**config.mk**
```make
export PLATFORM = sky130hd
export DESIGN_NAME = multi_channel_pulse_generator
export DESIGN_NICKNAME = d
export VERILOG_FILES = /design/src/rtl/multi_channel_pulse_generator.sv
export SDC_FILE = /design/constraint.sdc
export NUM_CORES = 1
export LEC_CHECK = 0
export BUFFER_PORTS_ARGS = -buffer_cell sky130_fd_sc_hd__buf_2
export CAP_MARGIN = 10
export CORE_MARGIN = 10
export CORE_UTILIZATION = 63
export DETAILED_ROUTE_END_ITERATION = 10
export GPL_TIMING_DRIVEN = 0
export PLACE_DENSITY = 0.86
export SETUP_SLACK_MARGIN = 0.1
export SLEW_MARGIN = 20
export SYNTH_ARGS = -nofsm -noshare
export SYNTH_HDL_FRONTEND = slang
export SYNTH_SLANG_ARGS = --single-unit
```
**constraint.sdc**
```tcl
create_clock -name clk -period 6.1 [get_ports clk]
set_clock_uncertainty 0.2 [all_clocks]
set_input_delay 0.61 -clock clk [delete_from_list [all_inputs] [get_ports clk]]
set_output_delay 0.61 -clock clk [all_outputs]
set_load 0.01 [all_outputs]
```
**src/rtl/multi_channel_pulse_generator.sv**
```systemverilog
// NUM_CH independent delay/pulse train channels with latched config.
// Define MULTI_CHANNEL_PULSE_GENERATOR_RETRIGGER_EN to let start restart a busy channel.
module multi_channel_pulse_generator #(
   parameter int NUM_CH = 4,
   parameter int CNT_W  = 32,
   parameter int REP_W  = 10
) (
   input  logic                      clk,
   input  logic                      reset,
   input  logic [NUM_CH-1:0]         start,
   input  logic [NUM_CH-1:0]         stop,
   input  logic [NUM_CH*CNT_W-1:0]   delay_cycles,
   input  logic [NUM_CH*CNT_W-1:0]   pulse_width_cycles,
   input  logic [NUM_CH*REP_W-1:0]   repetition,
   output logic [NUM_CH-1:0]         pulse_out,
   output logic [NUM_CH-1:0]         busy,
   output logic [NUM_CH-1:0]         done,
   output logic                      pulse_led,
   output logic                      delay_led
);

   typedef enum logic [1:0] {
      S_IDLE,
      S_DELAY,
      S_PULSE
   } state_e;

   logic [NUM_CH-1:0] in_delay;

   for (genvar i = 0; i < NUM_CH; i++) begin : g_ch
      state_e           state_q, state_d;
      logic [CNT_W-1:0] cnt_q, cnt_d;
      logic [CNT_W-1:0] dly_q, dly_d;
      logic [CNT_W-1:0] wid_q, wid_d;
      logic [REP_W-1:0] rep_q, rep_d;
      logic [REP_W-1:0] left_q, left_d;
      logic             done_q, done_d;
      logic [CNT_W-1:0] din, pin, win;
      logic [REP_W-1:0] rin;
      logic             accept;

      assign din = delay_cycles[i*CNT_W +: CNT_W];
      assign pin = pulse_width_cycles[i*CNT_W +: CNT_W];
      assign rin = repetition[i*REP_W +: REP_W];
      assign win = (pin == '0) ? CNT_W'(1) : pin;

`ifdef MULTI_CHANNEL_PULSE_GENERATOR_RETRIGGER_EN
      assign accept = start[i] && !stop[i];
`else
      assign accept = start[i] && !stop[i] && (state_q == S_IDLE);
`endif

      always_comb begin
         state_d = state_q;
         cnt_d   = cnt_q;
         dly_d   = dly_q;
         wid_d   = wid_q;
         rep_d   = rep_q;
         left_d  = left_q;
         done_d  = 1'b0;
         if (stop[i] && state_q != S_IDLE) begin
            state_d = S_IDLE;
            cnt_d   = '0;
         end else if (accept) begin
            dly_d  = din;
            wid_d  = win;
            rep_d  = rin;
            left_d = rin;
            if (din != '0) begin
               state_d = S_DELAY;
               cnt_d   = din;
            end else begin
               state_d = S_PULSE;
               cnt_d   = win;
            end
         end else begin
            unique case (state_q)
               S_DELAY: begin
                  if (cnt_q == CNT_W'(1)) begin
                     state_d = S_PULSE;
                     cnt_d   = wid_q;
                  end else begin
                     cnt_d = cnt_q - CNT_W'(1);
                  end
               end
               S_PULSE: begin
                  if (cnt_q != CNT_W'(1)) begin
                     cnt_d = cnt_q - CNT_W'(1);
                  end else if (rep_q != '0 && left_q == REP_W'(1)) begin
                     state_d = S_IDLE;
                     cnt_d   = '0;
                     done_d  = 1'b1;
                  end else begin
                     // rep_q == 0 means run forever, so the count is frozen
                     if (rep_q != '0) left_d = left_q - REP_W'(1);
                     if (dly_q != '0) begin
                        state_d = S_DELAY;
                        cnt_d   = dly_q;
                     end else begin
                        cnt_d = wid_q;
                     end
                  end
               end
               default: ;
            endcase
         end
      end

      always_ff @(posedge clk) begin
         if (reset) begin
            state_q <= S_IDLE;
            cnt_q   <= '0;
            dly_q   <= '0;
            wid_q   <= '0;
            rep_q   <= '0;
            left_q  <= '0;
            done_q  <= 1'b0;
         end else begin
            state_q <= state_d;
            cnt_q   <= cnt_d;
            dly_q   <= dly_d;
            wid_q   <= wid_d;
            rep_q   <= rep_d;
            left_q  <= left_d;
            done_q  <= done_d;
         end
      end

      assign pulse_out[i] = (state_q == S_PULSE);
      assign in_delay[i]  = (state_q == S_DELAY);
      assign busy[i]      = (state_q != S_IDLE);
      assign done[i]      = done_q;
   end

   assign pulse_led = |pulse_out;
   assign delay_led = |in_delay;

endmodule

```
# ---- After elaboration in Yosys (flattened, before gate mapping)
# Index checks and enable logic that the tools add are counted.
dict set report totals {
  in_bits 306
  ramBits 0
  out_inout_bits 14
  regBits 476
  latchBits 0
  memories 0
  mem_bits_ro 0
}
dict set report classes {
  n_bitwise 8
  mux 84
  n_mul 0
  n_addsub 8
  n_eq_ne 40
  reduce_logical 78
  shifts 0
  div_mod_pow 0
  n_lt_le_gt_ge 0
}
# op n
set ops {}
lappend ops {{32-bit two-way mux} 28}
lappend ops {{32-bit case mux with 2 select lines} 4}
lappend ops {{32-bit nonzero test} 8}
lappend ops {{10-bit two-way mux} 20}
lappend ops {{32-bit by 1-bit equality test with 1-bit output, second input constant} 4}
lappend ops {{32-bit logical NOT} 4}
lappend ops {{32-bit by 1-bit != test with 1-bit output, second input constant} 4}
lappend ops {{32-bit by 1-bit subtractor with 32-bit output, second input constant} 4}
lappend ops {{2-bit two-way mux} 24}
lappend ops {{10-bit by 1-bit equality test with 1-bit output, second input constant} 4}
lappend ops {{10-bit nonzero test} 4}
lappend ops {{10-bit by 1-bit subtractor with 10-bit output, second input constant} 4}
lappend ops {{2-bit nonzero test} 12}
lappend ops {{5-bit AND reduction} 4}
lappend ops {{5-bit OR reduction} 4}
lappend ops {{1-bit logical AND} 16}
lappend ops {{2-bit != test, second input constant} 8}
lappend ops {{4-bit by 1-bit != test with 1-bit output, second input constant} 4}
lappend ops {{2-bit case mux with 2 select lines} 4}
lappend ops {{4-bit AND reduction} 4}
lappend ops {{3-bit by 1-bit != test with 1-bit output, second input constant} 4}
lappend ops {{3-bit != test, second input constant} 4}
lappend ops {{3-bit nonzero test} 4}
lappend ops {{2-bit by 1-bit equality test with 1-bit output, second input constant} 4}
lappend ops {{8 further kinds} 34}

# ---- Logic depth before layout (Yosys ltp)
dict set report depth {
  ltp_word 6
  ltp_mapped 11
  ltp_nobuf 9
}

# ---- Worst setup path before layout
# OpenSTA, ideal clock, no wires.
dict set report synth_timing {
  path_kind {register to register}
  startpoint {register g_ch[1].cnt_q[8]}
  endpoint {register g_ch[1].cnt_q[27]}
  period_less_slack_ps 2800
  setup_time_ps 95
  stages_incl_launch_ff 9
  slack_ps 3300
  t_arrival_ps 2504
  cell_sequence {dfxtp_1 -> or4_4 -> or4b_4 -> or3_1 -> buf_2 -> nor2_1 -> xnor2_1 -> o21ai_0 -> a221oi_1}
}
dict set report synth_via {
  elab_chain_cells 4
  elab_cells_between_ends 7
  cone_classes {1 x add/sub; 2 x eq/ne; 4 x mux}
}
# item line
set synth_rtl {}
lappend synth_rtl {{start, declared} 32} ;# logic [CNT_W-1:0] cnt_q, cnt_d;
lappend synth_rtl {{start signal, assigned} 120} ;# cnt_q <= cnt_d;
lappend synth_rtl {{32-bit by 1-bit subtractor with 32-bit output, or another cell as far along} {83, 88}}
lappend synth_rtl {{32-bit two-way mux (on tied branches)} {87, 79}}
lappend synth_rtl {{32-bit case mux with 2 select lines *} 77} ;# unique case (state_q)
lappend synth_rtl {{32-bit two-way mux *} 64} ;# end else if (accept) begin
# Mark *: on every way between the ends. The rest lies on a longest branch, timed or not.
# A chain may end at the register's enable or synchronous reset.

# ---- Worst setup path in the final report
dict set report layout_timing {
  startpoint {register g_ch[0].left_q[0]}
  endpoint {register g_ch[0].cnt_q[24]}
}
dict set report layout_via {
  elab_chain_cells 6
}
# item line
set layout_rtl {}
lappend layout_rtl {{start, declared} 36} ;# logic [REP_W-1:0] left_q, left_d;
lappend layout_rtl {{start signal, assigned} 124} ;# left_q <= left_d;
lappend layout_rtl {{10-bit by 1-bit equality test with 1-bit output} 89} ;# end else if (rep_q != '0 && left_q == REP_W'(1)) begin
lappend layout_rtl {{1-bit logical AND} 89}
lappend layout_rtl {{32-bit two-way mux} 89}
lappend layout_rtl {{32-bit two-way mux} 87} ;# if (cnt_q != CNT_W'(1)) begin
lappend layout_rtl {{32-bit case mux with 2 select lines} 77}
lappend layout_rtl {{32-bit two-way mux} 64}
lappend layout_rtl {{end signal, assigned} 120}
lappend layout_rtl {{end, declared} 32}
# No other way between the ends.

==> results <==
- The run finished with clean final reports.
- The mapped netlist covers approximately 25000 um^2.
- The global-route wire length before repair is about 140 mm.
- The final setup violation count is 0.
- The final count of hold timing violations is 0.
- Of the total power, the clock network draws 0.266.
- For the finished layout, the period the worst path requires is 3.82 ns.
- TritonCTS built the clock tree.
- Among all flip-flop cells after synthesis, the most frequent one is sky130_fd_sc_hd__dfxtp_1.
- The proportion of power drawn by flip-flops and latches is 0.334.
- Counting every net in the synthesized netlist gives about 3700.
- The min-delay analysis places its worst path in the category input pin to register.
- The area share of the largest cell type after synthesis is 0.379.
- The H-tree was split into 2 levels.
- The data arrival time of the critical path is around 4.1 ns.
- The number of top-level design ports is 320.
- The number of distinct library cells after synthesis is 85.
- The floorplan step defined a die boundary enclosing 48300 um^2.
- For this run, the number of Yosys warnings is 0.
- The static power due to leakage is ~11 nW.
- The area overhead of the layout relative to synthesis is 16.0%.
- The number of antenna violations at the first check in global routing is 1.
- Synthesis produced 3348 cells.
- In this run the clock root is driven by a sky130_fd_sc_hd__clkbuf_16.
- 0 antenna diodes ended up in the layout.
- The clock latency on the worst-skew pair is 0.62 ns.
- The total overflow left after global routing is 0.
- The die is about 220 um tall.
- The analysis attributes to net switching a power of between 0.005 and 0.006 W.
- The count of TritonRoute iterations in the first routing pass is 8.
- The largest total area in the synthesized netlist belongs to sky130_fd_sc_hd__dfxtp_1.
- The mean area per synthesized cell is roughly 7.5 um^2.
- Based on the critical path, the design can be clocked at up to between 200 and 300 MHz.
- The total placed cells including tap cells is 4192.
- The share of the clock period used by the worst path is 0.626.
- Setup repair after global routing left no endpoint under its margin.
- After clock tree synthesis, the clock-pin slew on the worst setup and hold paths is ~0.07 ns.
- The critical path capture point type is a register.
- In this run the post-CTS setup repair buffer count came out at 0.
- The proportion of synthesized chip area in sequential cells is 0.379.
- Dividing the detail-routed wire length by the instance count gives 22.4 um.
- The maximum number of pins on one net before global-route repair is 14.
- The cell internal power dissipation is roughly 0.0075 W.
- The total vias in the final route is 28400.
- For this configuration, the core starts out at a cell density of 0.635.
- Across every metal layer, demand over resource in global routing totals 0.376.
- Data on the critical path is required at its endpoint by between 6 and 7 ns.
- After routing, the total negative slack on setup checks comes to 0 ns.
- The maximum vdd ir drop is roughly 0.28 mV.
- The switching portion of total power is 0.404.
- In this run, post-CTS hold repair placed 0 buffers.
- At the pin with the least slew margin, the transition time is about 1.1 ns.
- The worst path meets setup with approximately 2.3 ns of slack.
- The CTS sink count is roughly 480.
- The total clock buffers created by CTS is 50.
- The ratio of routed vias to standard cells is 6.64.
- At the placement stage, the worst setup path has a slack of between 2 and 2.5 ns.
- After floorplanning, the core was divided into 73 placement rows.
- In the final layout, the share of cells above drive strength 1 is 0.128.
- The HPWL after detailed placement is 70.4 mm.
- The final weighted congestion of routability-driven global placement is 1.02.
- The total of cells resized after clock tree synthesis is 0.
- No sink is reached through more buffers than the 3 on the longest clock path.
- STA classifies the critical path startpoint as a register.
- Along the worst path, the maximum fanout reaches 10.
- The initial detailed-routing violation count is around 4300.
- The synthesized design contains 476 register bits.
- The total of max-cap violations is 0.
- The detail route stage leaves a number of antenna-violating nets equal to 0.
- The finished layout holds about 4300 standard cells, fillers aside.
- The area inside the core boundary is just under 40000 um^2.
- The final number of max-transition violations is 0.
- The part of the power in combinational logic is 0.401.
- The post-route DRC violation count is 0.
- The proportion of synthesized flip-flops having asynchronous set or reset is 0.
- The max-slew headroom at the worst pin is 0.268.
- The power consumption is around 0.013 W.
- By startpoint and endpoint, the worst setup path is classified as register to register.
- Measured along the x axis, the die boundary spans ~220 um.
- In the post-synthesis netlist, the biggest area contributors are sky130_fd_sc_hd__dfxtp_1 38%, sky130_fd_sc_hd__nand2_1 11%, sky130_fd_sc_hd__a21oi_1 9.6%, sky130_fd_sc_hd__mux2i_1 4.5%, sky130_fd_sc_hd__nor4_1 3.7%.
- The layout net count is about 4000.
- The via count of the first global-routing pass is between 20000 and 30000.
- The final wirelength is about 96 mm.
- In this run the power density over the cells is 431 nW/um^2.
- The number of port buffers is around 320.
- In this run, synthesis inferred 0 flip-flops with an integrated enable.
cell usage after synthesis (7+ instances only):
cell type,instances
sky130_fd_sc_hd__nand2b_1,13
sky130_fd_sc_hd__or3_1,24
sky130_fd_sc_hd__a211oi_1,54
sky130_fd_sc_hd__a21o_1,12
sky130_fd_sc_hd__a211o_1,12
sky130_fd_sc_hd__mux2i_1,113
sky130_fd_sc_hd__nand4_1,32
sky130_fd_sc_hd__buf_2,11
sky130_fd_sc_hd__xor2_1,34
sky130_fd_sc_hd__and3_1,7
sky130_fd_sc_hd__o211ai_1,32
sky130_fd_sc_hd__o221ai_1,11
sky130_fd_sc_hd__buf_1,32
sky130_fd_sc_hd__inv_1,59
sky130_fd_sc_hd__a31oi_1,17
sky130_fd_sc_hd__o41ai_1,7
sky130_fd_sc_hd__o31ai_1,28
sky130_fd_sc_hd__nor2_1,221
sky130_fd_sc_hd__mux2_2,20
sky130_fd_sc_hd__a21boi_0,12
sky130_fd_sc_hd__nand3_1,45
sky130_fd_sc_hd__dfxtp_1,476
sky130_fd_sc_hd__or4_1,25
sky130_fd_sc_hd__a32o_1,12
sky130_fd_sc_hd__nor3_1,78
sky130_fd_sc_hd__and2_1,14
sky130_fd_sc_hd__ha_1,32
sky130_fd_sc_hd__nor3b_1,8
sky130_fd_sc_hd__or2_2,10
sky130_fd_sc_hd__o211a_1,7
sky130_fd_sc_hd__xnor2_1,27
sky130_fd_sc_hd__nor4_1,147
sky130_fd_sc_hd__nand3b_1,10
sky130_fd_sc_hd__nand2_1,725
sky130_fd_sc_hd__o31a_1,7
sky130_fd_sc_hd__a21oi_1,484
sky130_fd_sc_hd__o21ai_0,182
sky130_fd_sc_hd__o22ai_1,18
sky130_fd_sc_hd__clkbuf_1,171
path summary, 6_finish.rpt:
| check | cells past startpoint | slack (ns) | start | to |
|---|---|---|---|---|
| worst max-delay path | 9 | 2.28 | g_ch[0].left_q[0]$_SDFFE_PP0P_ | g_ch[0].cnt_q[24]$_SDFFE_PP0N_ |
| worst min-delay path | 3 | 0.05 | delay_cycles[104] | g_ch[3].dly_q[8]$_SDFFE_PP0P_ |
| worst max register to register | 9 | 2.28 | g_ch[0].left_q[0]$_SDFFE_PP0P_ | g_ch[0].cnt_q[24]$_SDFFE_PP0N_ |
| worst min register to register | 2 | 0.25 | g_ch[1].wid_q[11]$_SDFFE_PP0P_ | g_ch[1].wid_q[11]$_SDFFE_PP0P_ |
placed cells by master (no fill, tap or decap), drive strengths merged, types with 28 or more instances in the layout:
master,instances
dfxtp,476
inv,59
nand2,727
nor4,155
a21oi,485
o31ai,28
a211oi,54
clkbuf,243
xor2,34
nor3,80
nor2,222
ha,32
buf,367
o211ai,32
nand4,32
nand3,45
mux2i,113
o21ai,188
power by group through the flow:
stage | Combinational, W | Sequential (W) | Clock (W)
6_report | 0.00504 | 0.00419 | 0.00334
5_1_grt | 0.00544 | 0.00425 | 0.00345
4_1_cts | 0.00485 | 0.00416 | 0.00332
3_5_place_dp | 0.00480 | 0.00422 | 0
3_3_place_gp | 0.00474 | 0.00420 | 0
2_1_floorplan | 0.00349 | 0.00408 | 0
metrics by stage:
stage          hold slack, ns  cell area (um^2)  utilization
6_report               0.0496             29100        0.737
2_1_floorplan           0.231             25100            -
4_1_cts                0.0428             29100        0.737
3_3_place_gp            0.239             27400        0.692
5_1_grt                0.0566             29100        0.737
3_5_place_dp            0.246             27400        0.692
final cells by class:
cell class / count / area (um^2)
Timing Repair Buffer: 319 / 1600
Buffer: 219 / 858
Sequential cell: 476 / 9530
Clock inverter: 16 / 284
Multi-Input combinational cell: 2593 / 14500
Clock buffer: 72 / 1480
Inverter: 60 / 225
Fill cell: 3241 / 10400
Tap cell: 525 / 657
kinds of logic after synthesis:
group / after synthesis / share of synthesized area
AOI/OAI and AO/OA: 962 / 0.226
xor gates and xnor gates: 61 / 0.0213
adders and majority gates: 32 / 0.0159
buffers and inverters: 279 / 0.0431
DFF: 476 / 0.379
muxes: 133 / 0.0540
and+or+nand+nor: 1405 / 0.260
worst max-delay path: stages, from the launching register on:
cell,delay [ns]
sky130_fd_sc_hd__dfxtp_1,0.41
sky130_fd_sc_hd__ha_1,0.16
sky130_fd_sc_hd__or4b_2,0.57
sky130_fd_sc_hd__nor3_1,0.44
sky130_fd_sc_hd__nand3_1,0.29
sky130_fd_sc_hd__nand3_1,0.41
sky130_fd_sc_hd__clkbuf_1,0.58
sky130_fd_sc_hd__nor2_1,0.17
sky130_fd_sc_hd__o31ai_1,0.36
sky130_fd_sc_hd__a21oi_1,0.10
flip-flops by register name, indices dropped and copies added (netlist names):
name	flops
g_ch.cnt_q	128
g_ch.dly_q	128
g_ch.wid_q	128
g_ch.left_q	40
g_ch.rep_q	40
g_ch.state_q	8
g_ch.done_q	4
per-layer routing:
metal | GRT usage | wire (um)
met5 | 0 | 13
met3 | 0.0847 | 11400
met2 | 0.578 | 42300
met4 | 0.235 | 6150
met1 | 0.471 | 35900
Power figures use the tool's default switching activity.
